==> config.mk <==
export PLATFORM = sky130hd
export DESIGN_NAME = mc_controller
export DESIGN_NICKNAME = d
export VERILOG_FILES = /design/src/rtl/mc_controller.sv
export SDC_FILE = /design/constraint.sdc
export NUM_CORES = 1
export LEC_CHECK = 0
export BUFFER_PORTS_ARGS = -buffer_cell sky130_fd_sc_hd__buf_2
export CELL_PAD_IN_SITES_DETAIL_PLACEMENT = 0
export CELL_PAD_IN_SITES_GLOBAL_PLACEMENT = 1
export CORE_ASPECT_RATIO = 1.4
export CORE_UTILIZATION = 30
export CTS_BUF_LIST = sky130_fd_sc_hd__clkbuf_8
export DETAILED_ROUTE_END_ITERATION = 8
export MAX_ROUTING_LAYER = met4
export PLACE_DENSITY_LB_ADDON = 0.15
export SLEW_MARGIN = 20
export SYNTH_ARGS = -nofsm -noshare
export SYNTH_HDL_FRONTEND = slang
export SYNTH_SLANG_ARGS = --single-unit
==> constraint.sdc <==
create_clock -name clk -period 3.1 [get_ports clk]
set_input_delay 0.465 -clock clk [delete_from_list [all_inputs] [get_ports clk]]
set_output_delay 0.465 -clock clk [all_outputs]
set_load 0.01 [all_outputs]
==> src/rtl/mc_controller.sv <==
// Multicycle ARM-subset control unit.
// A Moore main FSM steps the shared datapath through fetch, decode and
// execute. The condition result (CondEx) and the NZCV flags are registered,
// and every architectural write is gated by the latched CondEx.
// Outputs are decoded from the current state plus the registered Instr,
// Flags and CondEx. They never look at ALUFlags combinationally.
// The dbg_* outputs expose the FSM state, the flags and CondEx for observation.
module mc_controller (
  input  logic        clk,
  input  logic        reset,
  input  logic [19:0] Instr,
  input  logic [3:0]  ALUFlags,
  output logic        PCWrite,
  output logic        MemWrite,
  output logic        RegWrite,
  output logic        IRWrite,
  output logic        AdrSrc,
  output logic [1:0]  RegSrc,
  output logic [1:0]  ALUSrcA,
  output logic [1:0]  ALUSrcB,
  output logic [1:0]  ResultSrc,
  output logic [1:0]  ImmSrc,
  output logic [2:0]  ALUControl,
  output logic [3:0]  dbg_state_o,
  output logic [3:0]  dbg_flags_o,
  output logic        dbg_condex_o
);

  typedef enum logic [3:0] {
    S_FETCH    = 4'd0,
    S_DECODE   = 4'd1,
    S_MEMADR   = 4'd2,
    S_MEMREAD  = 4'd3,
    S_MEMWB    = 4'd4,
    S_MEMWRITE = 4'd5,
    S_EXECUTER = 4'd6,
    S_EXECUTEI = 4'd7,
    S_ALUWB    = 4'd8,
    S_BRANCH   = 4'd9
  } state_t;

  localparam logic [1:0] OP_DP  = 2'b00;
  localparam logic [1:0] OP_MEM = 2'b01;
  localparam logic [1:0] OP_B   = 2'b10;

  localparam logic [2:0] ALU_ADD = 3'b000;
  localparam logic [2:0] ALU_SUB = 3'b001;
  localparam logic [2:0] ALU_AND = 3'b010;
  localparam logic [2:0] ALU_ORR = 3'b011;

  // Instruction fields. Instr holds bits [31:12] of the instruction word.
  logic [3:0] cond;
  logic [1:0] op;
  logic       i_bit;
  logic [3:0] cmd;
  logic       s_bit;   // S for data processing, L for memory
  logic [7:0] unused_rn_rd;

  assign cond         = Instr[19:16];
  assign op           = Instr[15:14];
  assign i_bit        = Instr[13];
  assign cmd          = Instr[12:9];
  assign s_bit        = Instr[8];
  assign unused_rn_rd = Instr[7:0];

  // Registered state.
  state_t     state_q, state_d;
  logic [3:0] flags_q, flags_d;
  logic       condex_q, condex_d;

  // Decoded instruction properties.
  logic       cmd_known;
  logic       cmd_cmp;
  logic       cmd_full_nzcv;
  logic [2:0] alu_ctl_dec;
  logic       regw;
  logic       memw;
  logic       flagw;
  logic       cond_ok;

  // Decode the data-processing command and the write permissions.
  always_comb begin
    cmd_known     = 1'b0;
    cmd_cmp       = 1'b0;
    cmd_full_nzcv = 1'b0;
    alu_ctl_dec   = ALU_ADD;
    case (cmd)
      4'b0100: begin
        cmd_known     = 1'b1;
        cmd_full_nzcv = 1'b1;
        alu_ctl_dec   = ALU_ADD;
      end
      4'b0010: begin
        cmd_known     = 1'b1;
        cmd_full_nzcv = 1'b1;
        alu_ctl_dec   = ALU_SUB;
      end
      4'b0000: begin
        cmd_known   = 1'b1;
        alu_ctl_dec = ALU_AND;
      end
      4'b1100: begin
        cmd_known   = 1'b1;
        alu_ctl_dec = ALU_ORR;
      end
      4'b1010: begin
        cmd_known     = 1'b1;
        cmd_cmp       = 1'b1;
        cmd_full_nzcv = 1'b1;
        alu_ctl_dec   = ALU_SUB;
      end
      default: begin
        // Unknown commands run as ADD but never write registers or flags.
        alu_ctl_dec = ALU_ADD;
      end
    endcase

    regw  = ((op == OP_DP) && cmd_known && !cmd_cmp) ||
            ((op == OP_MEM) && s_bit);
    memw  = (op == OP_MEM) && !s_bit;
    flagw = (op == OP_DP) && cmd_known && (s_bit || cmd_cmp);
  end

  // Evaluate the condition field against the registered NZCV flags.
  always_comb begin
    logic n, z, c, v;
    n = flags_q[3];
    z = flags_q[2];
    c = flags_q[1];
    v = flags_q[0];
    case (cond)
      4'b0000: cond_ok = z;                  // EQ
      4'b0001: cond_ok = !z;                 // NE
      4'b0010: cond_ok = c;                  // CS
      4'b0011: cond_ok = !c;                 // CC
      4'b0100: cond_ok = n;                  // MI
      4'b0101: cond_ok = !n;                 // PL
      4'b0110: cond_ok = v;                  // VS
      4'b0111: cond_ok = !v;                 // VC
      4'b1000: cond_ok = c && !z;            // HI
      4'b1001: cond_ok = !c || z;            // LS
      4'b1010: cond_ok = (n == v);           // GE
      4'b1011: cond_ok = (n != v);           // LT
      4'b1100: cond_ok = !z && (n == v);     // GT
      4'b1101: cond_ok = z || (n != v);      // LE
      4'b1110: cond_ok = 1'b1;               // AL
      default: cond_ok = 1'b0;               // 1111 never executes
    endcase
  end

  // Next state, next flags and next CondEx.
  always_comb begin
    state_d  = state_q;
    flags_d  = flags_q;
    condex_d = condex_q;
    case (state_q)
      S_FETCH: state_d = S_DECODE;
      S_DECODE: begin
        // CondEx is captured here and held for the rest of the instruction.
        condex_d = cond_ok;
        case (op)
          OP_MEM:  state_d = S_MEMADR;
          OP_DP:   state_d = i_bit ? S_EXECUTEI : S_EXECUTER;
          OP_B:    state_d = S_BRANCH;
          default: state_d = S_FETCH;
        endcase
      end
      S_MEMADR:  state_d = s_bit ? S_MEMREAD : S_MEMWRITE;
      S_MEMREAD: state_d = S_MEMWB;
      S_EXECUTER, S_EXECUTEI: begin
        state_d = S_ALUWB;
        if (flagw && condex_q) begin
          // Logic ops leave C and V alone.
          flags_d = cmd_full_nzcv ? ALUFlags : {ALUFlags[3:2], flags_q[1:0]};
        end
      end
      S_MEMWB, S_MEMWRITE, S_ALUWB, S_BRANCH: state_d = S_FETCH;
      default: state_d = S_FETCH;
    endcase
  end

  // State, flags and CondEx registers with synchronous reset.
  always_ff @(posedge clk) begin
    if (reset) begin
      state_q  <= S_FETCH;
      flags_q  <= 4'b0000;
      condex_q <= 1'b0;
    end else begin
      state_q  <= state_d;
      flags_q  <= flags_d;
      condex_q <= condex_d;
    end
  end

  // Moore output decode; reset shows FETCH selects with every enable low.
  always_comb begin
    state_t ctl_state;
    ctl_state  = reset ? S_FETCH : state_q;
    PCWrite    = 1'b0;
    MemWrite   = 1'b0;
    RegWrite   = 1'b0;
    IRWrite    = 1'b0;
    AdrSrc     = 1'b0;
    ALUSrcA    = 2'b00;
    ALUSrcB    = 2'b00;
    ResultSrc  = 2'b00;
    ALUControl = ALU_ADD;
    RegSrc     = {op == OP_MEM, op == OP_B};
    ImmSrc     = op;
    case (ctl_state)
      S_FETCH: begin
        AdrSrc    = 1'b0;
        IRWrite   = 1'b1;
        ALUSrcA   = 2'b01;
        ALUSrcB   = 2'b10;
        ResultSrc = 2'b10;
        PCWrite   = 1'b1;
      end
      S_DECODE: begin
        ALUSrcA   = 2'b01;
        ALUSrcB   = 2'b10;
        ResultSrc = 2'b10;
      end
      S_MEMADR: begin
        ALUSrcA = 2'b00;
        ALUSrcB = 2'b01;
      end
      S_MEMREAD: AdrSrc = 1'b1;
      S_MEMWB: begin
        ResultSrc = 2'b01;
        RegWrite  = regw && condex_q;
      end
      S_MEMWRITE: begin
        AdrSrc   = 1'b1;
        MemWrite = memw && condex_q;
      end
      S_EXECUTER: begin
        ALUSrcA    = 2'b00;
        ALUSrcB    = 2'b00;
        ALUControl = alu_ctl_dec;
      end
      S_EXECUTEI: begin
        ALUSrcA    = 2'b00;
        ALUSrcB    = 2'b01;
        ALUControl = alu_ctl_dec;
      end
      S_ALUWB: begin
        ResultSrc = 2'b00;
        RegWrite  = regw && condex_q;
      end
      S_BRANCH: begin
        ALUSrcA   = 2'b00;
        ALUSrcB   = 2'b01;
        ResultSrc = 2'b10;
        PCWrite   = condex_q;
      end
      default: begin
        PCWrite = 1'b0;
      end
    endcase
    if (reset) begin
      PCWrite  = 1'b0;
      MemWrite = 1'b0;
      RegWrite = 1'b0;
      IRWrite  = 1'b0;
    end
  end

  assign dbg_state_o  = state_q;
  assign dbg_flags_o  = flags_q;
  assign dbg_condex_o = condex_q;

endmodule

==> Yosys cells after proc, flatten, opt, wreduce, memory -nomap -nowiden <==
Index checks and enable logic that the tools add are counted.
{ "totals": {"reg_bits": 9, "latch_bits": 0, "mem_bits_rw": 0, "rom_bits": 0, "in_bits": 26, "output_inout_bits": 27, "wordCells": 100, "memories": 0} }
{ "classes": {"add_sub_neg": 0, "n_mul": 0, "div": 0, "magnitude_cmp": 0, "n_eq_ne": 36, "n_shift": 0, "muxes": 23, "n_bitwise": 0, "n_reduce_logical": 37} }
{ "op_table": {"columns": ["cell", "n"], "rows": [
  ["equality test 4 x 3 -> 1 bit (second input constant)", 11],
  ["equality test 4 bit (second input constant)", 11],
  ["equality test 4 x 2 -> 1 bit (second input constant)", 7],
  ["case mux 4 bit (5 select lines)", 1],
  ["zero test 4 bit", 4],
  ["case mux 1 bit (15 select lines)", 1],
  ["2-to-1 mux 1 bit", 13],
  ["equality test 4 x 1 -> 1 bit (second input constant)", 3],
  ["case mux 4 bit (3 select lines)", 1],
  ["OR reduction 2 bit", 6],
  ["logical AND 1 bit", 10],
  ["OR reduction 3 bit", 3],
  ["case mux 2 bit (2 select lines)", 2],
  ["zero test 1 bit", 6],
  ["2-to-1 mux 3 bit", 2],
  ["case mux 2 bit (3 select lines)", 1],
  ["OR reduction 5 bit", 1],
  ["logical OR 1 bit", 4],
  ["2-to-1 mux 4 bit", 1],
  ["AND reduction 3 bit", 1],
  ["equality test 2 x 1 -> 1 bit (second input constant)", 1],
  ["equality test 2 bit (second input constant)", 1],
  ["zero test 2 bit", 1],
  ["case mux 1 bit (2 select lines)", 1],
  ["other kinds (3)", 3]
]} }

==> Logic depth before layout (Yosys ltp) <==
{ "depth": {"ltp_word": 9, "ltp_mapped": 6, "ltp_nobuf": 5} }

==> Worst setup path before layout <==
Ideal clock, no wire load.
{ "synth_path": {"kind": "reg-to-output", "start": "register state_q[3], in the netlist dbg_state_o[3]", "end": "output port ALUControl[1]", "arrival_time_ps": 1432, "t_required_ps": 2635, "slack_ps": 1203, "stages_incl_launch_ff": 5, "n_path_buf": 1, "cell_sequence": "dfxtp_1 > clkbuf_1 > or2_2 > nor3_1 > nor4b_1"} }
{ "synth_between": {"elab_chain_len": 4, "elab_cells_between_ends": 5, "cone_classes": "2 x eq/ne; 2 x mux; 1 x reduce/logical"} }
{ "synth_rtl": {"columns": ["element", "line", "source"], "rows": [
  ["start: declaration", "67", "state_t state_q, state_d;"],
  ["start signal: assignment", "189", "state_q <= state_d;"],
  ["2-to-1 mux 4 bit (*)", "198", "ctl_state = reset ? S_FETCH : state_q;"],
  ["equality test 4 x 3 -> 1 bit", "210", "case (ctl_state)"],
  ["OR reduction 2 bit (no line) (*)", null, null],
  ["2-to-1 mux 3 bit (*)", "210", null],
  ["end: declaration", "23", "output logic [2:0] ALUControl,"]
]} }
Mark *: on every way between the ends. The rest lies on a longest branch, timed or not.

==> Worst setup path in the final report <==
{ "layout_path": {"start": "register state_q[0], in the netlist dbg_state_o[0]", "end": "output port RegWrite"} }
{ "layout_between": {"elab_chain_len": 5, "elab_cells_between_ends": 6, "cone_classes": "2 x eq/ne; 3 x mux; 1 x reduce/logical"} }
{ "layout_rtl": {"columns": ["element", "line", "source"], "rows": [
  ["2-to-1 mux 4 bit (*)", "198", null],
  ["equality test 4 x 3 -> 1 bit / equality test 4 bit (equally long branches)", "210", null],
  ["OR reduction 2 bit (no line) (*)", null, null],
  ["2-to-1 mux 1 bit (*)", null, null],
  ["2-to-1 mux 1 bit (*)", "261", "if (reset) begin"],
  ["end: declaration", "15", "output logic RegWrite,"]
]} }
Marked as above.

==> results by group <==
Worst setup path
  • CP max FO: 17
  • Crit end category: output pin
  • WS Path Type: register to output pin
  • Setup crit start kind: register
  • Crit path from: dbg_state_o[0]
  • CP max stage delay: 0.72 ns
  • R2R Path Start: dbg_state_o[1]
  • Slowest CP cell: or4b_2
  • CP arrival: 1.76 ns
  • Critical path, cell by cell: or4b_2 -> nor3_1 -> buf_2
  • Required time worst endpoint: 2.63 ns

Clock network
  • H-tree Lvls: 1
  • CTS Buffer Depth: 2
  • CTS tree: done
  • Worst skew pair latency: 0.24 ns
  • Root Buffer: clkbuf_8
  • Setup bufs post-CTS: 0
  • Post-CTS resize count: 0
  • Clk sink count: 9
  • Reg clk slew, reported paths: roughly 0.050 ns
  • Hold Buf Count CTS: 0
  • TritonCTS Buffers: 3

Synthesis
  • Mux cell area share after synthesis: 0.0637
  • Synth Register Bits: 9
  • Synth Area in Compound Gates: 0.178
  • Library cells used by synthesis: 37
  • Number of enable flip-flop cells after synthesis: 0
  • Post-Synth Simple-Gate Area: 0.425
  • Netlist Area Pre-Place: 786 µm²
  • Post-synthesis sequential area ratio: 0.229
  • Synth Area in XOR/XNOR: 0.0223
  • Post-Synth Adder-Cell Area: 0
  • Syn Inst Count: between 100 and 150
  • Largest family of logic cells by synthesized area: simple AND/OR/NAND/NOR gates
  • Top_reg_cell synth: dfxtp_1
  • Synth warnings: 0
  • Synth async-reset ratio: 0
  • Post-Syn Area per Cell: 7.14 µm²

Cells and area
  • Final instance area: 1040 µm²
  • N_diodes: 0
  • Area Growth Syn to Fin: 32.2%
  • Final net count: 175
  • Layout cells sized above 1: 0.345

Placed design
  • Dpl hpwl: 1640 µm
  • Gpl congestion: 0.773
  • Port buffer count: 42
  • DP Area: 993 µm²

Routing
  • Routed vias: 926
  • Drc violations: 0
  • Number of nets still failing antenna checks after routing: 0
  • WL final: 2140 µm
  • Pre-Repair DR Iteration Count: 4
  • Drt wl/cell: 11.8 µm
  • Drt via density: 5.09
  • DR iter-0 viols: 17

Timing
  • RSZ-0062 raised after global routing: no
  • Final hold violations: 0
  • Slew headroom: 0.641
  • Maximum clock rate: 449 MHz
  • Tcrit/Tclk final: 0.719
  • Setup TNS: 0 ns
  • Clock Skew: 0.00332 ns
  • Minimum clock period: ~2.2 ns
  • Max Slew Vio Count: 0
  • Setup Viol. Count Final: 0
  • Worst Tran Pin Value: 0.537 ns

Power and ir drop
  • P_leak: 0.467 nW
  • Total power: 357 µW
  • Largest vdd supply drop: 0.143 mV
  • Pwr dens: between 300 and 400 nW/µm²

GRT
  • Total grt overflow: 0
  • Gr usage total: 0.169
  • Largest net degree at the start of global routing: 18
  • Global-route wire length before repair: roughly 3600 µm
  • Initial antenna violation count: 0
  • Number of global-route vias before repair: 865

Job
  • Max-cap violations: 0

Die
  • Die Ht: 62.6 µm
  • Io pins: 53
  • Die Footprint: between 2000 and 3000 µm²
  • CORE AREA: roughly 2400 µm²
  • Core Rows: 21
  • Starting Density: 0.322
  • Die width: between 40 and 50 µm

Worst hold path
  • HP Class: input pin to register
  • Min-Delay Startpoint: ALUFlags[0]

Run status
  • Outcome: completed
-- metal layers --
layer,vias to the layer above,share of wire,wire [µm],global-route usage
li1,471,-,-,-
met1,422,0.41,883,0.173
met2,28,0.52,1110,0.299
met3,5,0.054,116,0.0347
met4,0,0.014,31,0.0682
met5,-,0,0,-
-- cell families after synthesis --
family                    count (synthesis)
xor gates and xnor gates                  2
other                                     1
buffers and inverters                    12
DFF                                       9
AOI/OAI and AO/OA                        22
and+or+nand+nor                          59
muxes                                     5
-- synth_stat cells, types with 3 or more instances --
master    number  area share
o21ai_0        6       0.038
buf_4          4       0.038
nor3_1         8       0.051
inv_1          3       0.014
or2_2          3       0.024
clkbuf_1       5       0.024
mux2i_1        5       0.064
a21oi_1        8       0.051
nand3_1        4       0.025
nor2_1        16       0.076
nor2b_1        5       0.040
nand2_1        5       0.024
dfxtp_1        9        0.23
-- critical path: cells and delay by family, from the launching register on --
family / cells / cell delay, ns
buffers and inverters: 1 / 0.16
AND/OR/NAND/NOR: 2 / 0.91
flip-flops: 1 / 0.46
-- registers in the layout (all words and copies together) (netlist names) --
name / flops
dbg_condex_o: 1
dbg_flags_o: 4
dbg_state_o: 4
-- per-stage QoR --
| stage | hold WS, ns | cells | utilization | setup WS [ns] |
|---|---|---|---|---|
| floorplan | 0.556 | 111 | - | 1.20 |
| global placement | 0.541 | 178 | 0.407 | 0.969 |
| detailed placement | 0.569 | 178 | 0.407 | 0.982 |
| CTS | 0.472 | 182 | 0.425 | 0.848 |
| global route | 0.510 | 182 | 0.425 | 0.684 |
| finish | 0.477 | 182 | 0.425 | 0.872 |
-- area by class of cell --
type                            instances  area (µm²)
Fill cell                             296        1410
Multi-Input combinational cell         90         549
Timing Repair Buffer                   42         210
Sequential cell                         9         180
Tap cell                               34        42.5
Clock buffer                            3        41.3
Inverter                                3        11.3
Clock inverter                          1        3.75
-- path summary, 6_finish.rpt --
kind                    endpoint  slack [ns]  depth (start not counted)
setup / recovery        RegWrite        0.87                          3
hold / removal    dbg_flags_o[0]        0.48                          3
hold reg to reg   dbg_flags_o[1]        0.58                          2
setup reg to reg  dbg_flags_o[1]        1.38                          4
-- cell usage in the layout (no fill, tap or decap), drive strengths merged, types with 2 or more instances in the layout --
cell type	count
clkbuf	3
nor4b	2
nor4	2
conb	2
mux2i	5
nand2	5
nand3b	2
dfxtp	9
inv	4
a21oi	8
or2	3
nand2b	2
buf	42
nor3b	2
nor2	16
o21ai	6
nor2b	5
and3	2
nor3	8
nand3	4
-- report_power, final --
group | internal, mW | switching, mW | total (mW)
sequential | 0.121 | 0.0157 | 0.137
clock | 0.0866 | 0.0508 | 0.137
combinational | 0.0382 | 0.0446 | 0.0828
Note: power is estimated with default switching activity, not from simulation.
